[src/rtl/maze_pkg.sv]
`default_nettype none
// ============================================================================
//  Module   : maze_pkg
//  Purpose  : Shared definitions for the maze cell RAM and its arbiter:
//             grid geometry, cell codes, requester ids and the arbiter
//             state encoding.
//  Ports    : none (package)
//  Revision : 1.0 - initial release
// ============================================================================
package maze_pkg;

   localparam int GRID_W  = 24;
   localparam int GRID_H  = 24;
   localparam int ADDR_W  = 10;
   localparam int COORD_W = 5;
   localparam int CELL_W  = 3;

   typedef enum logic [2:0] {
      OCCUPIED      = 3'd0,
      AVAILABLE     = 3'd1,
      START         = 3'd2,
      END           = 3'd3,
      YOUR_POSITION = 3'd4,
      PLUS_FIVE     = 3'd5,
      MINUS_FIVE    = 3'd6
   } cell_e;

   localparam logic [1:0] REQ_CHK = 2'd0;
   localparam logic [1:0] REQ_WR  = 2'd1;
   localparam logic [1:0] REQ_DRW = 2'd2;

   localparam logic [1:0] S_IDLE  = 2'd0;
   localparam logic [1:0] S_ISSUE = 2'd1;
   localparam logic [1:0] S_WAIT  = 2'd2;
   localparam logic [1:0] S_ACK   = 2'd3;

endpackage
`default_nettype wire

[src/rtl/maze_addr_calc.sv]
`default_nettype none
// ============================================================================
//  Module   : maze_addr_calc
//  Purpose  : Combinational (x,y) -> linear cell address with range check.
//  Ports    : i_x, i_y  - cell coordinates (5 bits each)
//             o_addr    - y*GRID_W + x (forced to 0 when out of range)
//             o_oob     - coordinates outside the grid
//  Revision : 1.0 - initial release
// ============================================================================
module maze_addr_calc #(
   parameter int GRID_W = 24,
   parameter int GRID_H = 24
) (
   input  logic [4:0] i_x,
   input  logic [4:0] i_y,
   output logic [9:0] o_addr,
   output logic       o_oob
);
   import maze_pkg::*;

   localparam logic [COORD_W-1:0] c_grid_w = COORD_W'(GRID_W);
   localparam logic [COORD_W-1:0] c_grid_h = COORD_W'(GRID_H);

   logic [ADDR_W-1:0] w_x_ext;
   logic [ADDR_W-1:0] w_y_ext;
   logic [ADDR_W-1:0] w_row_base;

   assign w_x_ext = {{(ADDR_W-COORD_W){1'b0}}, i_x};
   assign w_y_ext = {{(ADDR_W-COORD_W){1'b0}}, i_y};

   // The native 24-wide board uses y*16 + y*8 so no multiplier is built.
   generate
      if (GRID_W == 24) begin : g_shift_mul
         assign w_row_base = (w_y_ext << 4) + (w_y_ext << 3);
      end else begin : g_const_mul
         assign w_row_base = w_y_ext * ADDR_W'(GRID_W);
      end
   endgenerate

   assign o_oob  = (i_x >= c_grid_w) || (i_y >= c_grid_h);
   // Never present an address built from out-of-range coordinates.
   assign o_addr = o_oob ? '0 : (w_row_base + w_x_ext);

endmodule
`default_nettype wire

[src/rtl/maze_ram_arbiter.sv]
`default_nettype none
// ============================================================================
//  Module   : maze_ram_arbiter
//  Purpose  : Single-port maze RAM arbiter for the move checker (read), the
//             position updater (write) and the board renderer (read), with
//             an aging counter that forces a renderer grant after MAX_WAIT.
//  Ports    : clock, resetn             - clock, sync active-low reset
//             i_chk_*/o_chk_*           - checker read port
//             i_wr_*/o_wr_ack           - updater write port
//             i_drw_*/o_drw_*           - renderer read port
//             o_oob_err                 - pulses with ack on bad coordinates
//             o_busy                    - arbiter not idle
//             o_mem_*/i_mem_rdata       - RAM interface
//  Revision : 1.0 - initial release
// ============================================================================
module maze_ram_arbiter #(
   parameter int GRID_W       = 24,
   parameter int GRID_H       = 24,
   parameter int READ_LATENCY = 1,
   parameter int MAX_WAIT     = 8
) (
   input  logic       clock,
   input  logic       resetn,
   input  logic       i_chk_req,
   input  logic [4:0] i_chk_x,
   input  logic [4:0] i_chk_y,
   output logic       o_chk_ack,
   output logic [2:0] o_chk_rdata,
   input  logic       i_wr_req,
   input  logic [4:0] i_wr_x,
   input  logic [4:0] i_wr_y,
   input  logic [2:0] i_wr_data,
   output logic       o_wr_ack,
   input  logic       i_drw_req,
   input  logic [4:0] i_drw_x,
   input  logic [4:0] i_drw_y,
   output logic       o_drw_ack,
   output logic [2:0] o_drw_rdata,
   output logic       o_oob_err,
   output logic       o_busy,
   output logic [9:0] o_mem_addr,
   output logic       o_mem_wren,
   output logic [2:0] o_mem_wdata,
   input  logic [2:0] i_mem_rdata
);
   import maze_pkg::*;

   localparam int AGE_W  = $clog2(MAX_WAIT + 1);
   localparam int WCNT_W = (READ_LATENCY > 1) ? $clog2(READ_LATENCY) : 1;
   localparam logic [AGE_W-1:0]  c_age_max  = AGE_W'(MAX_WAIT);
   localparam logic [WCNT_W-1:0] c_wait_end = WCNT_W'(READ_LATENCY - 1);

   logic [1:0]        r_state;
   logic [1:0]        r_id;
   logic              r_oob;
   logic [WCNT_W-1:0] r_wait_cnt;
   logic [AGE_W-1:0]  r_age;
   logic [9:0]        r_mem_addr;
   logic [2:0]        r_mem_wdata;
   logic [2:0]        r_chk_rdata;
   logic [2:0]        r_drw_rdata;

   logic              w_any_req;
   logic              w_force_drw;
   logic [1:0]        w_win_id;
   logic [4:0]        w_sel_x;
   logic [4:0]        w_sel_y;
   logic [9:0]        w_addr;
   logic              w_oob;
   logic              w_drw_grant;

   always_comb begin
      w_any_req   = i_chk_req | i_wr_req | i_drw_req;
      w_force_drw = i_drw_req && (r_age == c_age_max);
      if (w_force_drw)   w_win_id = REQ_DRW;
      else if (i_chk_req) w_win_id = REQ_CHK;
      else if (i_wr_req)  w_win_id = REQ_WR;
      else                w_win_id = REQ_DRW;
      case (w_win_id)
         REQ_CHK: begin w_sel_x = i_chk_x; w_sel_y = i_chk_y; end
         REQ_WR:  begin w_sel_x = i_wr_x;  w_sel_y = i_wr_y;  end
         default: begin w_sel_x = i_drw_x; w_sel_y = i_drw_y; end
      endcase
      w_drw_grant = (r_state == S_IDLE) && w_any_req && (w_win_id == REQ_DRW);
   end

   maze_addr_calc #(
      .GRID_W (GRID_W),
      .GRID_H (GRID_H)
   ) u_addr_calc (
      .i_x    (w_sel_x),
      .i_y    (w_sel_y),
      .o_addr (w_addr),
      .o_oob  (w_oob)
   );

   always_ff @(posedge clock) begin
      if (!resetn) begin
         r_state     <= S_IDLE;
         r_id        <= REQ_CHK;
         r_oob       <= 1'b0;
         r_wait_cnt  <= '0;
         r_age       <= '0;
         r_mem_addr  <= '0;
         r_mem_wdata <= '0;
         r_chk_rdata <= '0;
         r_drw_rdata <= '0;
      end else begin
         // Age counts every cycle the renderer is left waiting, in any state.
         if (!i_drw_req || w_drw_grant)
            r_age <= '0;
         else if (r_age != c_age_max)
            r_age <= r_age + 1'b1;

         case (r_state)
            S_IDLE: begin
               if (w_any_req) begin
                  r_id  <= w_win_id;
                  r_oob <= w_oob;
                  if (w_oob) begin
                     // Out-of-range reads report OCCUPIED; RAM is untouched.
                     r_state <= S_ACK;
                     if (w_win_id == REQ_CHK)      r_chk_rdata <= OCCUPIED;
                     else if (w_win_id == REQ_DRW) r_drw_rdata <= OCCUPIED;
                  end else begin
                     r_state    <= S_ISSUE;
                     r_mem_addr <= w_addr;
                     if (w_win_id == REQ_WR) r_mem_wdata <= i_wr_data;
                  end
               end
            end
            S_ISSUE: begin
               r_wait_cnt <= '0;
               r_state    <= (r_id == REQ_WR) ? S_ACK : S_WAIT;
            end
            S_WAIT: begin
               if (r_wait_cnt == c_wait_end) begin
                  if (r_id == REQ_CHK) r_chk_rdata <= i_mem_rdata;
                  else                 r_drw_rdata <= i_mem_rdata;
                  r_state <= S_ACK;
               end else begin
                  r_wait_cnt <= r_wait_cnt + 1'b1;
               end
            end
            S_ACK: begin
               r_oob   <= 1'b0;
               r_state <= S_IDLE;
            end
            default: r_state <= S_IDLE;
         endcase
      end
   end

   // Acks are decoded from the single ACK state, so at most one is ever high.
   assign o_chk_ack   = (r_state == S_ACK) && (r_id == REQ_CHK);
   assign o_wr_ack    = (r_state == S_ACK) && (r_id == REQ_WR);
   assign o_drw_ack   = (r_state == S_ACK) && (r_id == REQ_DRW);
   assign o_oob_err   = (r_state == S_ACK) && r_oob;
   assign o_busy      = (r_state != S_IDLE);
   assign o_mem_wren  = (r_state == S_ISSUE) && (r_id == REQ_WR);
   assign o_mem_addr  = r_mem_addr;
   assign o_mem_wdata = r_mem_wdata;
   assign o_chk_rdata = r_chk_rdata;
   assign o_drw_rdata = r_drw_rdata;

endmodule
`default_nettype wire

[config.mk]
export PLATFORM = sky130hd
export DESIGN_NAME = maze_ram_arbiter
export DESIGN_NICKNAME = d
export VERILOG_FILES = /design/src/rtl/maze_pkg.sv /design/src/rtl/maze_addr_calc.sv /design/src/rtl/maze_ram_arbiter.sv
export SDC_FILE = /design/constraint.sdc
export NUM_CORES = 1
export LEC_CHECK = 0
export ABC_AREA = 1
export BUFFER_PORTS_ARGS = -buffer_cell sky130_fd_sc_hd__buf_2
export CORE_UTILIZATION = 50
export DETAILED_ROUTE_END_ITERATION = 6
export GPL_TIMING_DRIVEN = 0
export PLACE_DENSITY = 0.89
export SETUP_SLACK_MARGIN = 0.05
export SLEW_MARGIN = 20
export SYNTH_ARGS = -nofsm -noshare
export SYNTH_HDL_FRONTEND = slang
export SYNTH_SLANG_ARGS = --single-unit
[constraint.sdc]
create_clock -name clock -period 3.4 [get_ports clock]
set_input_delay 0.34 -clock clock [delete_from_list [all_inputs] [get_ports clock]]
set_output_delay 0.34 -clock clock [all_outputs]
set_load 0.01 [all_outputs]
Yosys cells after proc, flatten, opt, wreduce, memory -nomap -nowiden

Index checks and enable logic that the tools add are counted.

Mux-type cells: 27
Eq/ne operators: 17
Reduce and logical (&&, ||, !) cells: 26
Add/subtract/negate cells: 4
Magnitude comparators: 2
Bitwise operators: 4

Operators with widths:

| kind                | number |
|---|---|
| $mux 3              | 11 |
| $pmux 5 s2          | 2 |
| $mux 2              | 6 |
| $ne 2x2->1 const B  | 6 |
| $pmux 3 s2          | 2 |
| $add 10x5->10       | 1 |
| $add 9x8->10        | 1 |
| $ge 5x5->1 const B  | 2 |
| $eq 2x2->1 const B  | 4 |
| $logic_and 1x1->1   | 8 |
| $pmux 2 s4          | 1 |
| $reduce_bool 2->1   | 4 |
| $reduce_and 7->1    | 1 |
| $eq 2x1->1 const B  | 3 |
| $logic_not 2->1     | 3 |
| $reduce_and 2->1    | 3 |
| $reduce_and 6->1    | 1 |
| $add 4x1->4 const B | 1 |
| $eq 4x4->1 const B  | 1 |
| $ne 2x1->1 const B  | 2 |
| $ne 4x4->1 const B  | 1 |
| $pmux 1 s2          | 2 |
| $reduce_and 4->1    | 1 |
| $mux 1              | 3 |
| other kinds (7)     | 10 |

Register bits: 29
Input bits: 41
Word-level logic and storage cells: 89
Output and inout bits: 25

Depth between registers and ports, before layout

Word-level depth: 10
Depth in mapped cells: 17

Hierarchy

A second synthesis with hierarchy kept.

Cell total of the unflattened synthesis: 312
Area total of the unflattened synthesis: 2042.0 µm²

Modules (own cells, without submodules):

| module           | instances | area an instance (µm²) | cells each |
|---|---|---|---|
| maze_ram_arbiter | 1         | 1617.8                 | 247 |
| maze_addr_calc   | 1         | 424.2                  | 65 |

Worst setup path before layout

No wires, ideal clock.

Kind: reg-to-reg
From: register r_age[0]
To: register r_mem_addr[8] (netlist: o_mem_addr[8])
Arrival time: 2.839 ns
Buffers on the path: 0
Required time: 3.287 ns
Cell stages (with the launch flop): 17
Slack: 0.448 ns
Clock period less this slack: 2.952 ns
Cell sequence: dfxtp_1 inv_1 ha_1 nand4_4 nand2_1 inv_1 nand2_1 and3_1 inv_1 fa_1 ha_1 fa_1 nand3_1 nand2_1 xor2_1 o21ai_1 nor2_1

Cells in the longest elaborated chain, start to end: 9
Elaborated cells on any way between the ends: 14

RTL lines:

| item                                                 | line                    | source |
|---|---|---|
| start: declaration                                   | maze_ram_arbiter.sv:57  | `logic [AGE_W-1:0] r_age;` |
| start signal: assignment                             | maze_ram_arbiter.sv:113 | `r_age <= r_age + 1'b1;` |
| $eq 4x4->1 *                                         | maze_ram_arbiter.sv:74  | `w_force_drw = i_drw_req && (r_age == c_age_max);` |
| $logic_and 1x1->1 *                                  | maze_ram_arbiter.sv:74  |  |
| $mux 2 *                                             | maze_ram_arbiter.sv:75  | `if (w_force_drw) w_win_id = REQ_DRW;` |
| branches (longest 6 deep; another with $add 9x8->10) | n/a                     |  |
| end signal: assignment                               | maze_ram_arbiter.sv:127 | `r_mem_addr <= w_addr;` |
| end: declaration                                     | maze_ram_arbiter.sv:58  | `logic [9:0] r_mem_addr;` |

Mark *: on every way between the ends.
A chain may end at the register's enable or synchronous reset.

Worst setup path in the final report

Same ends and word-level chain as after synthesis.

==> results.md <==
* # diodes at 0
* Sequential-to-total area share from yosys stat at 30.5%
* Row cnt at 21
* Synth Net Count at 323
* HPWL after DPL at 3490 um
* Initial antenna violation count at 0
* Final Non-Filler Cells at 382
* TritonCTS Buffers at 3
* Synth Register Bits at 28
* Vias at 1932
* Worst skew pair latency at 0.28 ns
* Initial Util at 53.5%
* Worst ir drop on vdd at 0.448 mV
* Area of the multi-input gates at 1140 um^2
* Area of the core at 3440 um^2
* Vias per cell at 5.06
* Post-CTS Hold Buffers at 0
* GRT overflow at 0
* DRC viols at 0
* Placed instance area at 2220 um^2
* Detail Route Antenna Nets at 0
* CP Capture Type: flop
* Layout cell share with drive strength beyond 1 at 27.7%
* Drt pass-1 iters at 4
* Final hold vios at 0
* I/O Buffers at 65
* Relative slew margins at 62.7%
* Layout area overhead at 27.2%
* Yosys warning total at 0
* Reg clk slew, reported paths at 0.10 ns
* FMAX at 0.313 GHz
* CTS root buf: clkbuf_8
* Final WL at 4540 um
* CTS HTree Levels at 1
* Avg Inst Size Synth at 7.00 um^2
* I/O pin count at 66
* First-pass GRT wire length at 7240 um
* Power Density at 579 nW/um^2
* Die H at 62.7 um
* GP Congestion at 0.805
* Filler instances at 305
* # setup viols final at 0
* CTS Buffer Depth at 2
* Maxcap violations at 0
* Period utilization at 93.9%
* Vias in the first global route at 1730
* Outcome: completed
* Final Cell Area at 2340 um^2
* Register area at 561 um^2
* Die area at 3930 um^2
* CP Launch Type: flop
* Post-Route Skew at 0.00767 ns
* Worst Max-Slew Pin Slew at 0.557 ns
* Final hold slack at 0.397 ns
* CTS sink count at 28
* Die Wd at 62.7 um
* Worst Hold Class: in -> reg
* Crit path max fanout at 9
* DP Cell Count at 374
* RSZ-0062 raised after global routing: no
* Total Routing Usage GR at 22.9%
* 1st-iter DRT viols at 79
* Worst EP arrival at 3.38 ns
* Data required time of the critical path at 3.59 ns
* Yosys cell types at 30
* Drt wl/cell at 11.9 um
* Setup TNS at 0 ns
* Layout Nets at 397
* Slew Limit Fails at 0
* Leak pwr at 1.25 nW
* Gate Count Post-Synth at 263
* Crit Path Class: reg -> reg
* Pin count of the biggest net entering global routing at 17
* Netlist Area Pre-Place at 1840 um^2
* CTS tree: done
* Fin crit period at 3.19 ns
power by group:
| part | switching, mW | internal, mW | total [mW] |
|---|---|---|---|
| combinational | 0.376 | 0.249 | 0.625 |
| sequential | 0.0494 | 0.413 | 0.462 |
| clock | 0.111 | 0.158 | 0.269 |
path summary, 6_finish.rpt:
path | from | endpoint | slack, ns | depth (start not counted)
hold / removal | i_wr_data[2] | o_mem_wdata[2]$_SDFFE_PN0P_ | 0.40 | 5
hold reg to reg | o_mem_addr[6]$_SDFFE_PN0P_ | o_mem_addr[6]$_SDFFE_PN0P_ | 0.48 | 2
setup / recovery | r_age[0]$_SDFFE_PP0P_ | o_mem_addr[8]$_SDFFE_PN0P_ | 0.21 | 16
setup reg to reg | r_age[0]$_SDFFE_PP0P_ | o_mem_addr[8]$_SDFFE_PN0P_ | 0.21 | 16
cell usage after synthesis, drive strengths merged:
cell	instances	area share (%)
nand2	62	13
nor2	45	9.3
inv	29	5.9
dfxtp	28	30
nand3	24	7.8
ha	17	12
a21oi	16	5.0
o21ai	14	3.8
nand4	7	3.2
buf	5	2.1
and3	4	1.4
xor2	4	1.9
fa	2	2.2
nor3	2	0.54
a211oi	1	0.68
o211ai	1	0.41
o22ai	1	0.34
or2	1	0.34
kinds of logic after synthesis:
kind of cell,count (synthesis),synth area share (%)
simple gates,145,35.7
buf+inv,34,8.02
compound gates,33,10.2
flops,28,30.5
fa+ha+maj,19,13.7
xor+xnor,4,1.90
flip-flops by register name, indices dropped and copies added, names as in the netlist:
register     flops
r_oob            1
r_age            4
o_drw_rdata      3
o_chk_rdata      3
r_id             2
o_mem_wdata      3
o_mem_addr      10
r_state          2
cells in the final DEF (no fill, tap or decap), types with 3 or more instances in the layout:
cell,count
xor2_1,4
buf_4,5
nand4_1,6
o21ai_0,5
nand3_1,21
a21oi_1,15
inv_2,3
dfxtp_1,28
buf_2,66
and3_1,4
nand2_1,58
ha_1,16
inv_1,25
nor2_1,44
o21ai_1,9
clkbuf_8,3
final cells by class:
type,instances,area share [%]
Clock inverter,1,1.28
Clock buffer,3,1.76
Inverter,29,4.81
Buffer,5,1.66
Sequential cell,28,23.9
Timing Repair Buffer,69,15.2
Tap cell,46,2.46
Multi-Input combinational cell,201,48.9
routing by layer:
| layer | global-route usage, % | part of all wire [%] |
|---|---|---|
| met5 | 0 | 0 |
| met4 | 6.98 | 0.73 |
| met3 | 3.47 | 5.2 |
| met2 | 42.3 | 48 |
| met1 | 26.8 | 46 |
critical path, cell delays in order (launching register included):
cell and delay, ns:
dfxtp_1 0.35, inv_1 0.08, ha_2 0.23, nand4_4 0.18
nand2_4 0.16, clkinvlp_4 0.13, nand2_1 0.07, and3_1 0.17
inv_1 0.08, fa_1 0.48, ha_1 0.23, fa_1 0.41
nand3_1 0.10, nand2_1 0.07, xor2_1 0.14, o21ai_1 0.16
nor2_1 0.05
repair_timing:
item                                    in CTS  in global routing
setup buffers                                0                  4
endpoints found under the setup margin       0                  2
resized for setup                            0                  6
metrics by stage:
stage | util [%] | power (mW) | setup WS, ns
2_1_floorplan | - | 0.900 | 0.448
3_3_place_gp | 64.6 | 1.06 | 0.155
3_5_place_dp | 64.6 | 1.08 | 0.0844
4_1_cts | 66.7 | 1.35 | 0.0665
5_1_grt | 68.0 | 1.46 | 0.0378
6_report | 68.0 | 1.36 | 0.209
No activity file was read; power rests on OpenSTA's default activity.
